**config.mk**
```make
export PLATFORM = sky130hd
export DESIGN_NAME = fir_tap_feeder_flat
export DESIGN_NICKNAME = d
export VERILOG_FILES = /design/src/rtl/fir_tap_feeder_if.sv /design/src/rtl/fir_tap_feeder.sv /design/src/flat_wrapper.sv
export SDC_FILE = /design/constraint.sdc
export NUM_CORES = 1
export LEC_CHECK = 0
export BUFFER_PORTS_ARGS = -buffer_cell sky130_fd_sc_hd__buf_4
export CORE_ASPECT_RATIO = 1.1
export CORE_MARGIN = 1.5
export CORE_UTILIZATION = 40
export DETAILED_ROUTE_END_ITERATION = 7
export PLACE_DENSITY_LB_ADDON = 0.12
export RECOVER_POWER = 25
export SLEW_MARGIN = 30
export SYNTH_ARGS = -nofsm -noshare
export SYNTH_HDL_FRONTEND = slang
export SYNTH_SLANG_ARGS = --single-unit
```
**constraint.sdc**
```tcl
create_clock -name CLK -period 2.9 [get_ports CLK]
set_input_delay 0.435 -clock CLK [delete_from_list [all_inputs] [get_ports CLK]]
set_output_delay 0.435 -clock CLK [all_outputs]
set_load 0.01 [all_outputs]
```
**src/rtl/fir_tap_feeder_if.sv**
```systemverilog
// rtl/fir_tap_feeder_if.sv - sample stream and coefficient write bus for fir_tap_feeder
interface fir_tap_feeder_if #(
  parameter int DATA_WIDTH = 13,
  parameter int TAPS       = 8,
  localparam int CW        = $clog2(TAPS)
);

  logic signed [DATA_WIDTH-1:0] DIN;
  logic                         VIN;
  logic                         RDY_IN;
  logic                         COEF_WE;
  logic        [CW-1:0]         COEF_ADDR;
  logic signed [DATA_WIDTH-1:0] COEF_DATA;
  logic                         COEF_COMMIT;

  modport master (
    output DIN,
    output VIN,
    input  RDY_IN,
    output COEF_WE,
    output COEF_ADDR,
    output COEF_DATA,
    output COEF_COMMIT
  );

  modport slave (
    input  DIN,
    input  VIN,
    output RDY_IN,
    input  COEF_WE,
    input  COEF_ADDR,
    input  COEF_DATA,
    input  COEF_COMMIT
  );

endinterface

```
**src/rtl/fir_tap_feeder.sv**
```systemverilog
// rtl/fir_tap_feeder.sv - sample delay line and double-buffered coefficient bank feeding the FIR MAC
module fir_tap_feeder #(
  parameter int DATA_WIDTH = 13,
  parameter int TAPS       = 8,
  localparam int CW        = $clog2(TAPS),
  localparam int FW        = $clog2(TAPS+1)
) (
  input  logic                         CLK,
  input  logic                         RST_n,
  fir_tap_feeder_if.slave              bus,
  input  logic                         FLUSH,
  output logic signed [DATA_WIDTH-1:0] tp_w [0:TAPS-1],
  output logic signed [DATA_WIDTH-1:0] H    [0:TAPS-1],
  output logic                         VWIN,
  output logic        [FW-1:0]         FILL_CNT
);

  typedef enum logic [1:0] {
    S_IDLE = 2'd0,
    S_FILL = 2'd1,
    S_RUN  = 2'd2
  } state_t;

  state_t r_state;
  state_t w_state_next;

  logic signed [DATA_WIDTH-1:0] r_tp          [0:TAPS-1];
  logic signed [DATA_WIDTH-1:0] r_h           [0:TAPS-1];
  logic signed [DATA_WIDTH-1:0] r_shadow      [0:TAPS-1];
  logic signed [DATA_WIDTH-1:0] w_shadow_next [0:TAPS-1];
  logic        [FW-1:0]         r_fill_cnt;
  logic        [FW-1:0]         w_fill_next;
  logic                         r_vwin;
  logic                         w_rdy;
  logic                         w_accept;
  logic                         w_fill_full;

  // Shadow with this cycle's write applied, so a commit sees a same-cycle write.
  // Addresses at or above TAPS match no entry and are dropped.
  always_comb begin
    for (int i = 0; i < TAPS; i++) begin
      w_shadow_next[i] = r_shadow[i];
      if (bus.COEF_WE && (bus.COEF_ADDR == CW'(i))) begin
        w_shadow_next[i] = bus.COEF_DATA;
      end
    end
  end

  always_comb begin
    w_accept    = bus.VIN && w_rdy;
    w_fill_full = (r_fill_cnt == FW'(TAPS));
    w_fill_next = w_fill_full ? r_fill_cnt : (r_fill_cnt + FW'(1));
  end

  always_ff @(posedge CLK or negedge RST_n) begin
    if (!RST_n) begin
      r_state <= S_IDLE;
    end else begin
      r_state <= w_state_next;
    end
  end

  always_comb begin
    w_state_next = r_state;
    case (r_state)
      S_IDLE: begin
        if (bus.COEF_COMMIT) begin
          w_state_next = S_FILL;
        end
      end
      S_FILL: begin
        if (FLUSH) begin
          w_state_next = S_FILL;
        end else if (w_accept && (w_fill_next == FW'(TAPS))) begin
          w_state_next = S_RUN;
        end
      end
      S_RUN: begin
        if (FLUSH) begin
          w_state_next = S_FILL;
        end
      end
      default: w_state_next = S_IDLE;
    endcase
  end

  // Commit and flush cycles refuse samples so a window never straddles two H versions.
  always_comb begin
    w_rdy = (r_state != S_IDLE) && !FLUSH && !bus.COEF_COMMIT;
  end

  always_ff @(posedge CLK or negedge RST_n) begin
    if (!RST_n) begin
      for (int i = 0; i < TAPS; i++) begin
        r_tp[i] <= '0;
      end
      r_fill_cnt <= '0;
      r_vwin     <= 1'b0;
    end else begin
      r_vwin <= w_accept && (w_fill_next == FW'(TAPS));
      if (FLUSH) begin
        for (int i = 0; i < TAPS; i++) begin
          r_tp[i] <= '0;
        end
        r_fill_cnt <= '0;
      end else if (w_accept) begin
        r_tp[0] <= bus.DIN;
        for (int i = 1; i < TAPS; i++) begin
          r_tp[i] <= r_tp[i-1];
        end
        r_fill_cnt <= w_fill_next;
      end
    end
  end

  always_ff @(posedge CLK or negedge RST_n) begin
    if (!RST_n) begin
      for (int i = 0; i < TAPS; i++) begin
        r_shadow[i] <= '0;
        r_h[i]      <= '0;
      end
    end else begin
      for (int i = 0; i < TAPS; i++) begin
        r_shadow[i] <= w_shadow_next[i];
        if (bus.COEF_COMMIT) begin
          r_h[i] <= w_shadow_next[i];
        end
      end
    end
  end

  assign bus.RDY_IN = w_rdy;
  assign tp_w       = r_tp;
  assign H          = r_h;
  assign VWIN       = r_vwin;
  assign FILL_CNT   = r_fill_cnt;

endmodule

```
**src/flat_wrapper.sv**
```systemverilog
// flat-port wrapper written by rule: the top's interface ports become plain ports
module fir_tap_feeder_flat 
#(
  parameter int DATA_WIDTH = 13,
  parameter int TAPS       = 8,
  localparam int CW        = $clog2(TAPS),
  localparam int FW        = $clog2(TAPS+1)
)
  (CLK, RST_n, FLUSH, tp_w, H, VWIN, FILL_CNT, bus_DIN, bus_VIN, bus_RDY_IN, bus_COEF_WE, bus_COEF_ADDR, bus_COEF_DATA, bus_COEF_COMMIT);
  fir_tap_feeder_if #(.DATA_WIDTH(DATA_WIDTH), .TAPS(TAPS)) bus_i ();
  input  logic CLK;
  input  logic RST_n;
  input  logic FLUSH;
  output logic signed [DATA_WIDTH-1:0] tp_w[0:TAPS-1];
  output logic signed [DATA_WIDTH-1:0] H[0:TAPS-1];
  output logic VWIN;
  output logic        [FW-1:0] FILL_CNT;
  input wire logic [$bits(bus_i.DIN)-1:0] bus_DIN;
  input wire logic [$bits(bus_i.VIN)-1:0] bus_VIN;
  output wire logic [$bits(bus_i.RDY_IN)-1:0] bus_RDY_IN;
  input wire logic [$bits(bus_i.COEF_WE)-1:0] bus_COEF_WE;
  input wire logic [$bits(bus_i.COEF_ADDR)-1:0] bus_COEF_ADDR;
  input wire logic [$bits(bus_i.COEF_DATA)-1:0] bus_COEF_DATA;
  input wire logic [$bits(bus_i.COEF_COMMIT)-1:0] bus_COEF_COMMIT;
  assign bus_i.DIN = bus_DIN;
  assign bus_i.VIN = bus_VIN;
  assign bus_RDY_IN = bus_i.RDY_IN;
  assign bus_i.COEF_WE = bus_COEF_WE;
  assign bus_i.COEF_ADDR = bus_COEF_ADDR;
  assign bus_i.COEF_DATA = bus_COEF_DATA;
  assign bus_i.COEF_COMMIT = bus_COEF_COMMIT;
  fir_tap_feeder #(.DATA_WIDTH(DATA_WIDTH), .TAPS(TAPS)) u_core (.CLK(CLK), .RST_n(RST_n), .bus(bus_i), .FLUSH(FLUSH), .tp_w(tp_w), .H(H), .VWIN(VWIN), .FILL_CNT(FILL_CNT));
endmodule
```
==> run metrics <==
min Tclk post-route=1890 ps; Fin. Hold Viols=0; first-pass GRT wire length=49400 um; Post-Syn Instances=1055; cell area after layout=0.0160 mm2; largest net degree at the start of global routing=108; syn nets=1092; Avg Synthesized Cell Area=11.8 um2; H-tree depth=2; Die Area=0.0322 mm2; Slew Viols, Final=0; Root Driver=clkbuf_16; Layout Nets=1336; Max FO, Critical Path=51; worst min path class=in2reg; CP endpoint kind=asynchronous set/reset pin; Die Span Y=188 um; drt wl/cell=18.1 um; worst slew pin tran=1280 ps; cell leakage power=0.00787 uW; post-synthesis register bit count=319; status=completed; synthesis-to-finish area growth=28.1%; # clock sinks=319; RePlAce Congestion=0.763; Worst VDD drop=0.435 mV; Placed Area=0.0148 mm2; Initial DRC Count=477; Core ar.=0.0306 mm2; die width=171 um; Reg2Reg Setup Slack=1130 ps; CP arrival=2300 ps; row cnt=67; slew margin rel.=14.7%; worst skew pair latency=500 ps; Num CTS Buffers=35; WL final=31400 um; Clock Skew=7.41 ps; Setup TNS Final=0 ps; Main synth FF type=dfrtp_1; sequential share of the synthesized area=64.0%; PwrDens=736 mW/mm2; CP Data Required Time=3310 ps; YS warnings=0; CTS clock-pin slew for the worst setup and hold paths=60 ps; vias post-DR=8354; DP HPWL=19500 um; maximum root-to-sink buffer count=3; post-CTS sizing=0; initial antenna violation count=3; CTS hold repair buffers=1; # port buffers=248; # Post-CTS Setup Buffers=0; Hold Slack=128 ps; routed vias/inst=4.81; effective utilization at floorplan=40.7%; Post-synth EDFFs=0; Synth async-reset ratio=100%; CP Launch Type=input port; crit path kind=in2async; Mapped Area=0.0125 mm2; period utilization=65.3%; RSZ-0062 raised after global routing=false; share of cells above drive strength 1=34.2%; fmax=528 MHz; DR pass1 iterations=4; setup violators final=0; vias in the first global route=8484; grt ovf=0; total of max-cap violations=0; I/O pins=249; Detail Route Antenna Nets=0; CTS tree=done; GRT Total Usage=19.8%; # DRC=0; Yosys cell types=36
[routing by layer]
layer / routed length (um) / GRT usage (%) / vias to the layer above
met5: 0 / 0 / -
met4: 452 / 4.35 / 0
met3: 1630 / 4.18 / 34
met2: 14500 / 31.1 / 200
met1: 14800 / 28.1 / 4141
li1: - / - / 3979
[layout make-up]
type,count,area [um2]
inverter,5,18.8
timing repair buffer,268,2040
sequential,319,7980
clock buffer,52,1080
tap,414,518
antenna,2,5.00
fill,2815,14600
multi-input combinational,670,4210
clock inverter,7,110
[cell families (layout without fill, tap and decap cells)]
kind of cell             after synthesis  in the layout  share of synthesized area (%)
AO/OA/AOI/OAI                         22             22                           1.09
adder cells (fa/ha/maj)                2              2                          0.201
buffers and inverters                 66            332                           2.26
flip-flops                           319            319                           64.0
multiplexers                         157            157                           14.2
other                                  0              2                              0
AND/OR/NAND/NOR                      489            489                           18.2
[cells in the mapped netlist (2+ instances only)]
master,instances,share of area [%]
buf_4,4,0.24
dfrtp_1,319,64
nor2_1,159,4.8
clkbuf_1,33,0.99
nor3_1,2,0.080
and3_1,2,0.10
nand3b_1,97,5.8
nor3b_2,2,0.20
mux2_1,3,0.27
a21oi_1,11,0.44
inv_1,4,0.12
ha_1,2,0.20
nand2b_1,3,0.15
buf_1,9,0.27
mux2_2,153,14
o21ai_0,2,0.080
nand3_1,2,0.080
buf_2,15,0.60
nand4b_1,4,0.28
nand2_1,213,6.4
[metrics by stage]
stage | instances | total power [uW] | utilization, % | worst slack [ps]
after floorplan | 1055 | 6340 | - | 1060
after global placement | 1675 | 7280 | 48.5 | 749
after detailed placement | 1675 | 7330 | 48.5 | 773
after CTS | 1735 | 11900 | 52.4 | 1120
after global routing | 1735 | 12300 | 52.2 | 668
final | 1737 | 11800 | 52.2 | 1010
[power by group]
group	leakage (uW)	internal, uW	switching (uW)
Sequential	0.00401	5110	314
Combinational	0.00327	928	848
Clock	0.000592	2830	1730
Total	0.00787	8870	2890
[sequential cells by signal, indices dropped and copies added, names as in the netlist]
register / cells
u_core.r_state: 2
u_core.tp_w: 104
u_core.r_shadow: 104
u_core.H: 104
u_core.VWIN: 1
u_core.FILL_CNT: 4
[worst paths after layout]
path | cells after the start | startpoint | endpoint
hold reg to reg | 1 | u_core.r_shadow[99]$_DFF_PN0_ | u_core.r_shadow[99]$_DFF_PN0_
hold / removal | 3 | bus_DIN[11] | u_core.tp_w[102]$_DFFE_PN0P_
setup / recovery | 3 | RST_n | u_core.H[16]$_DFFE_PN0P_
min in group asynchronous | 2 | RST_n | u_core.r_shadow[81]$_DFF_PN0_
max in group CLK | 6 | bus_COEF_ADDR[2] | u_core.H[49]$_DFFE_PN0P_
setup reg to reg | 5 | u_core.r_state[1]$_DFFE_PN0P_ | u_core.tp_w[64]$_DFFE_PN0P_
[worst max-delay path, stage by stage]
cell           delay (ps)
dlygate4sd3_1         560
buf_8                 250
clkbuf_2              990
[layout by cell type (no fill, tap or decap), types with 2 or more instances in the layout]
master / instances
nor2_1: 159
nand2b_1: 3
a21oi_1: 11
diode_2: 2
nor3_1: 3
nand4b_1: 4
mux2_1: 23
buf_4: 252
ha_1: 2
clkbuf_16: 37
o21ai_0: 2
dfrtp_1: 319
clkinv_2: 4
nand2_1: 213
nor3b_2: 2
clkbuf_8: 10
buf_12: 4
inv_1: 4
nand3b_1: 97
mux2_2: 133
clkbuf_1: 13
bufinv_16: 3
Power figures use the tool's default switching activity.
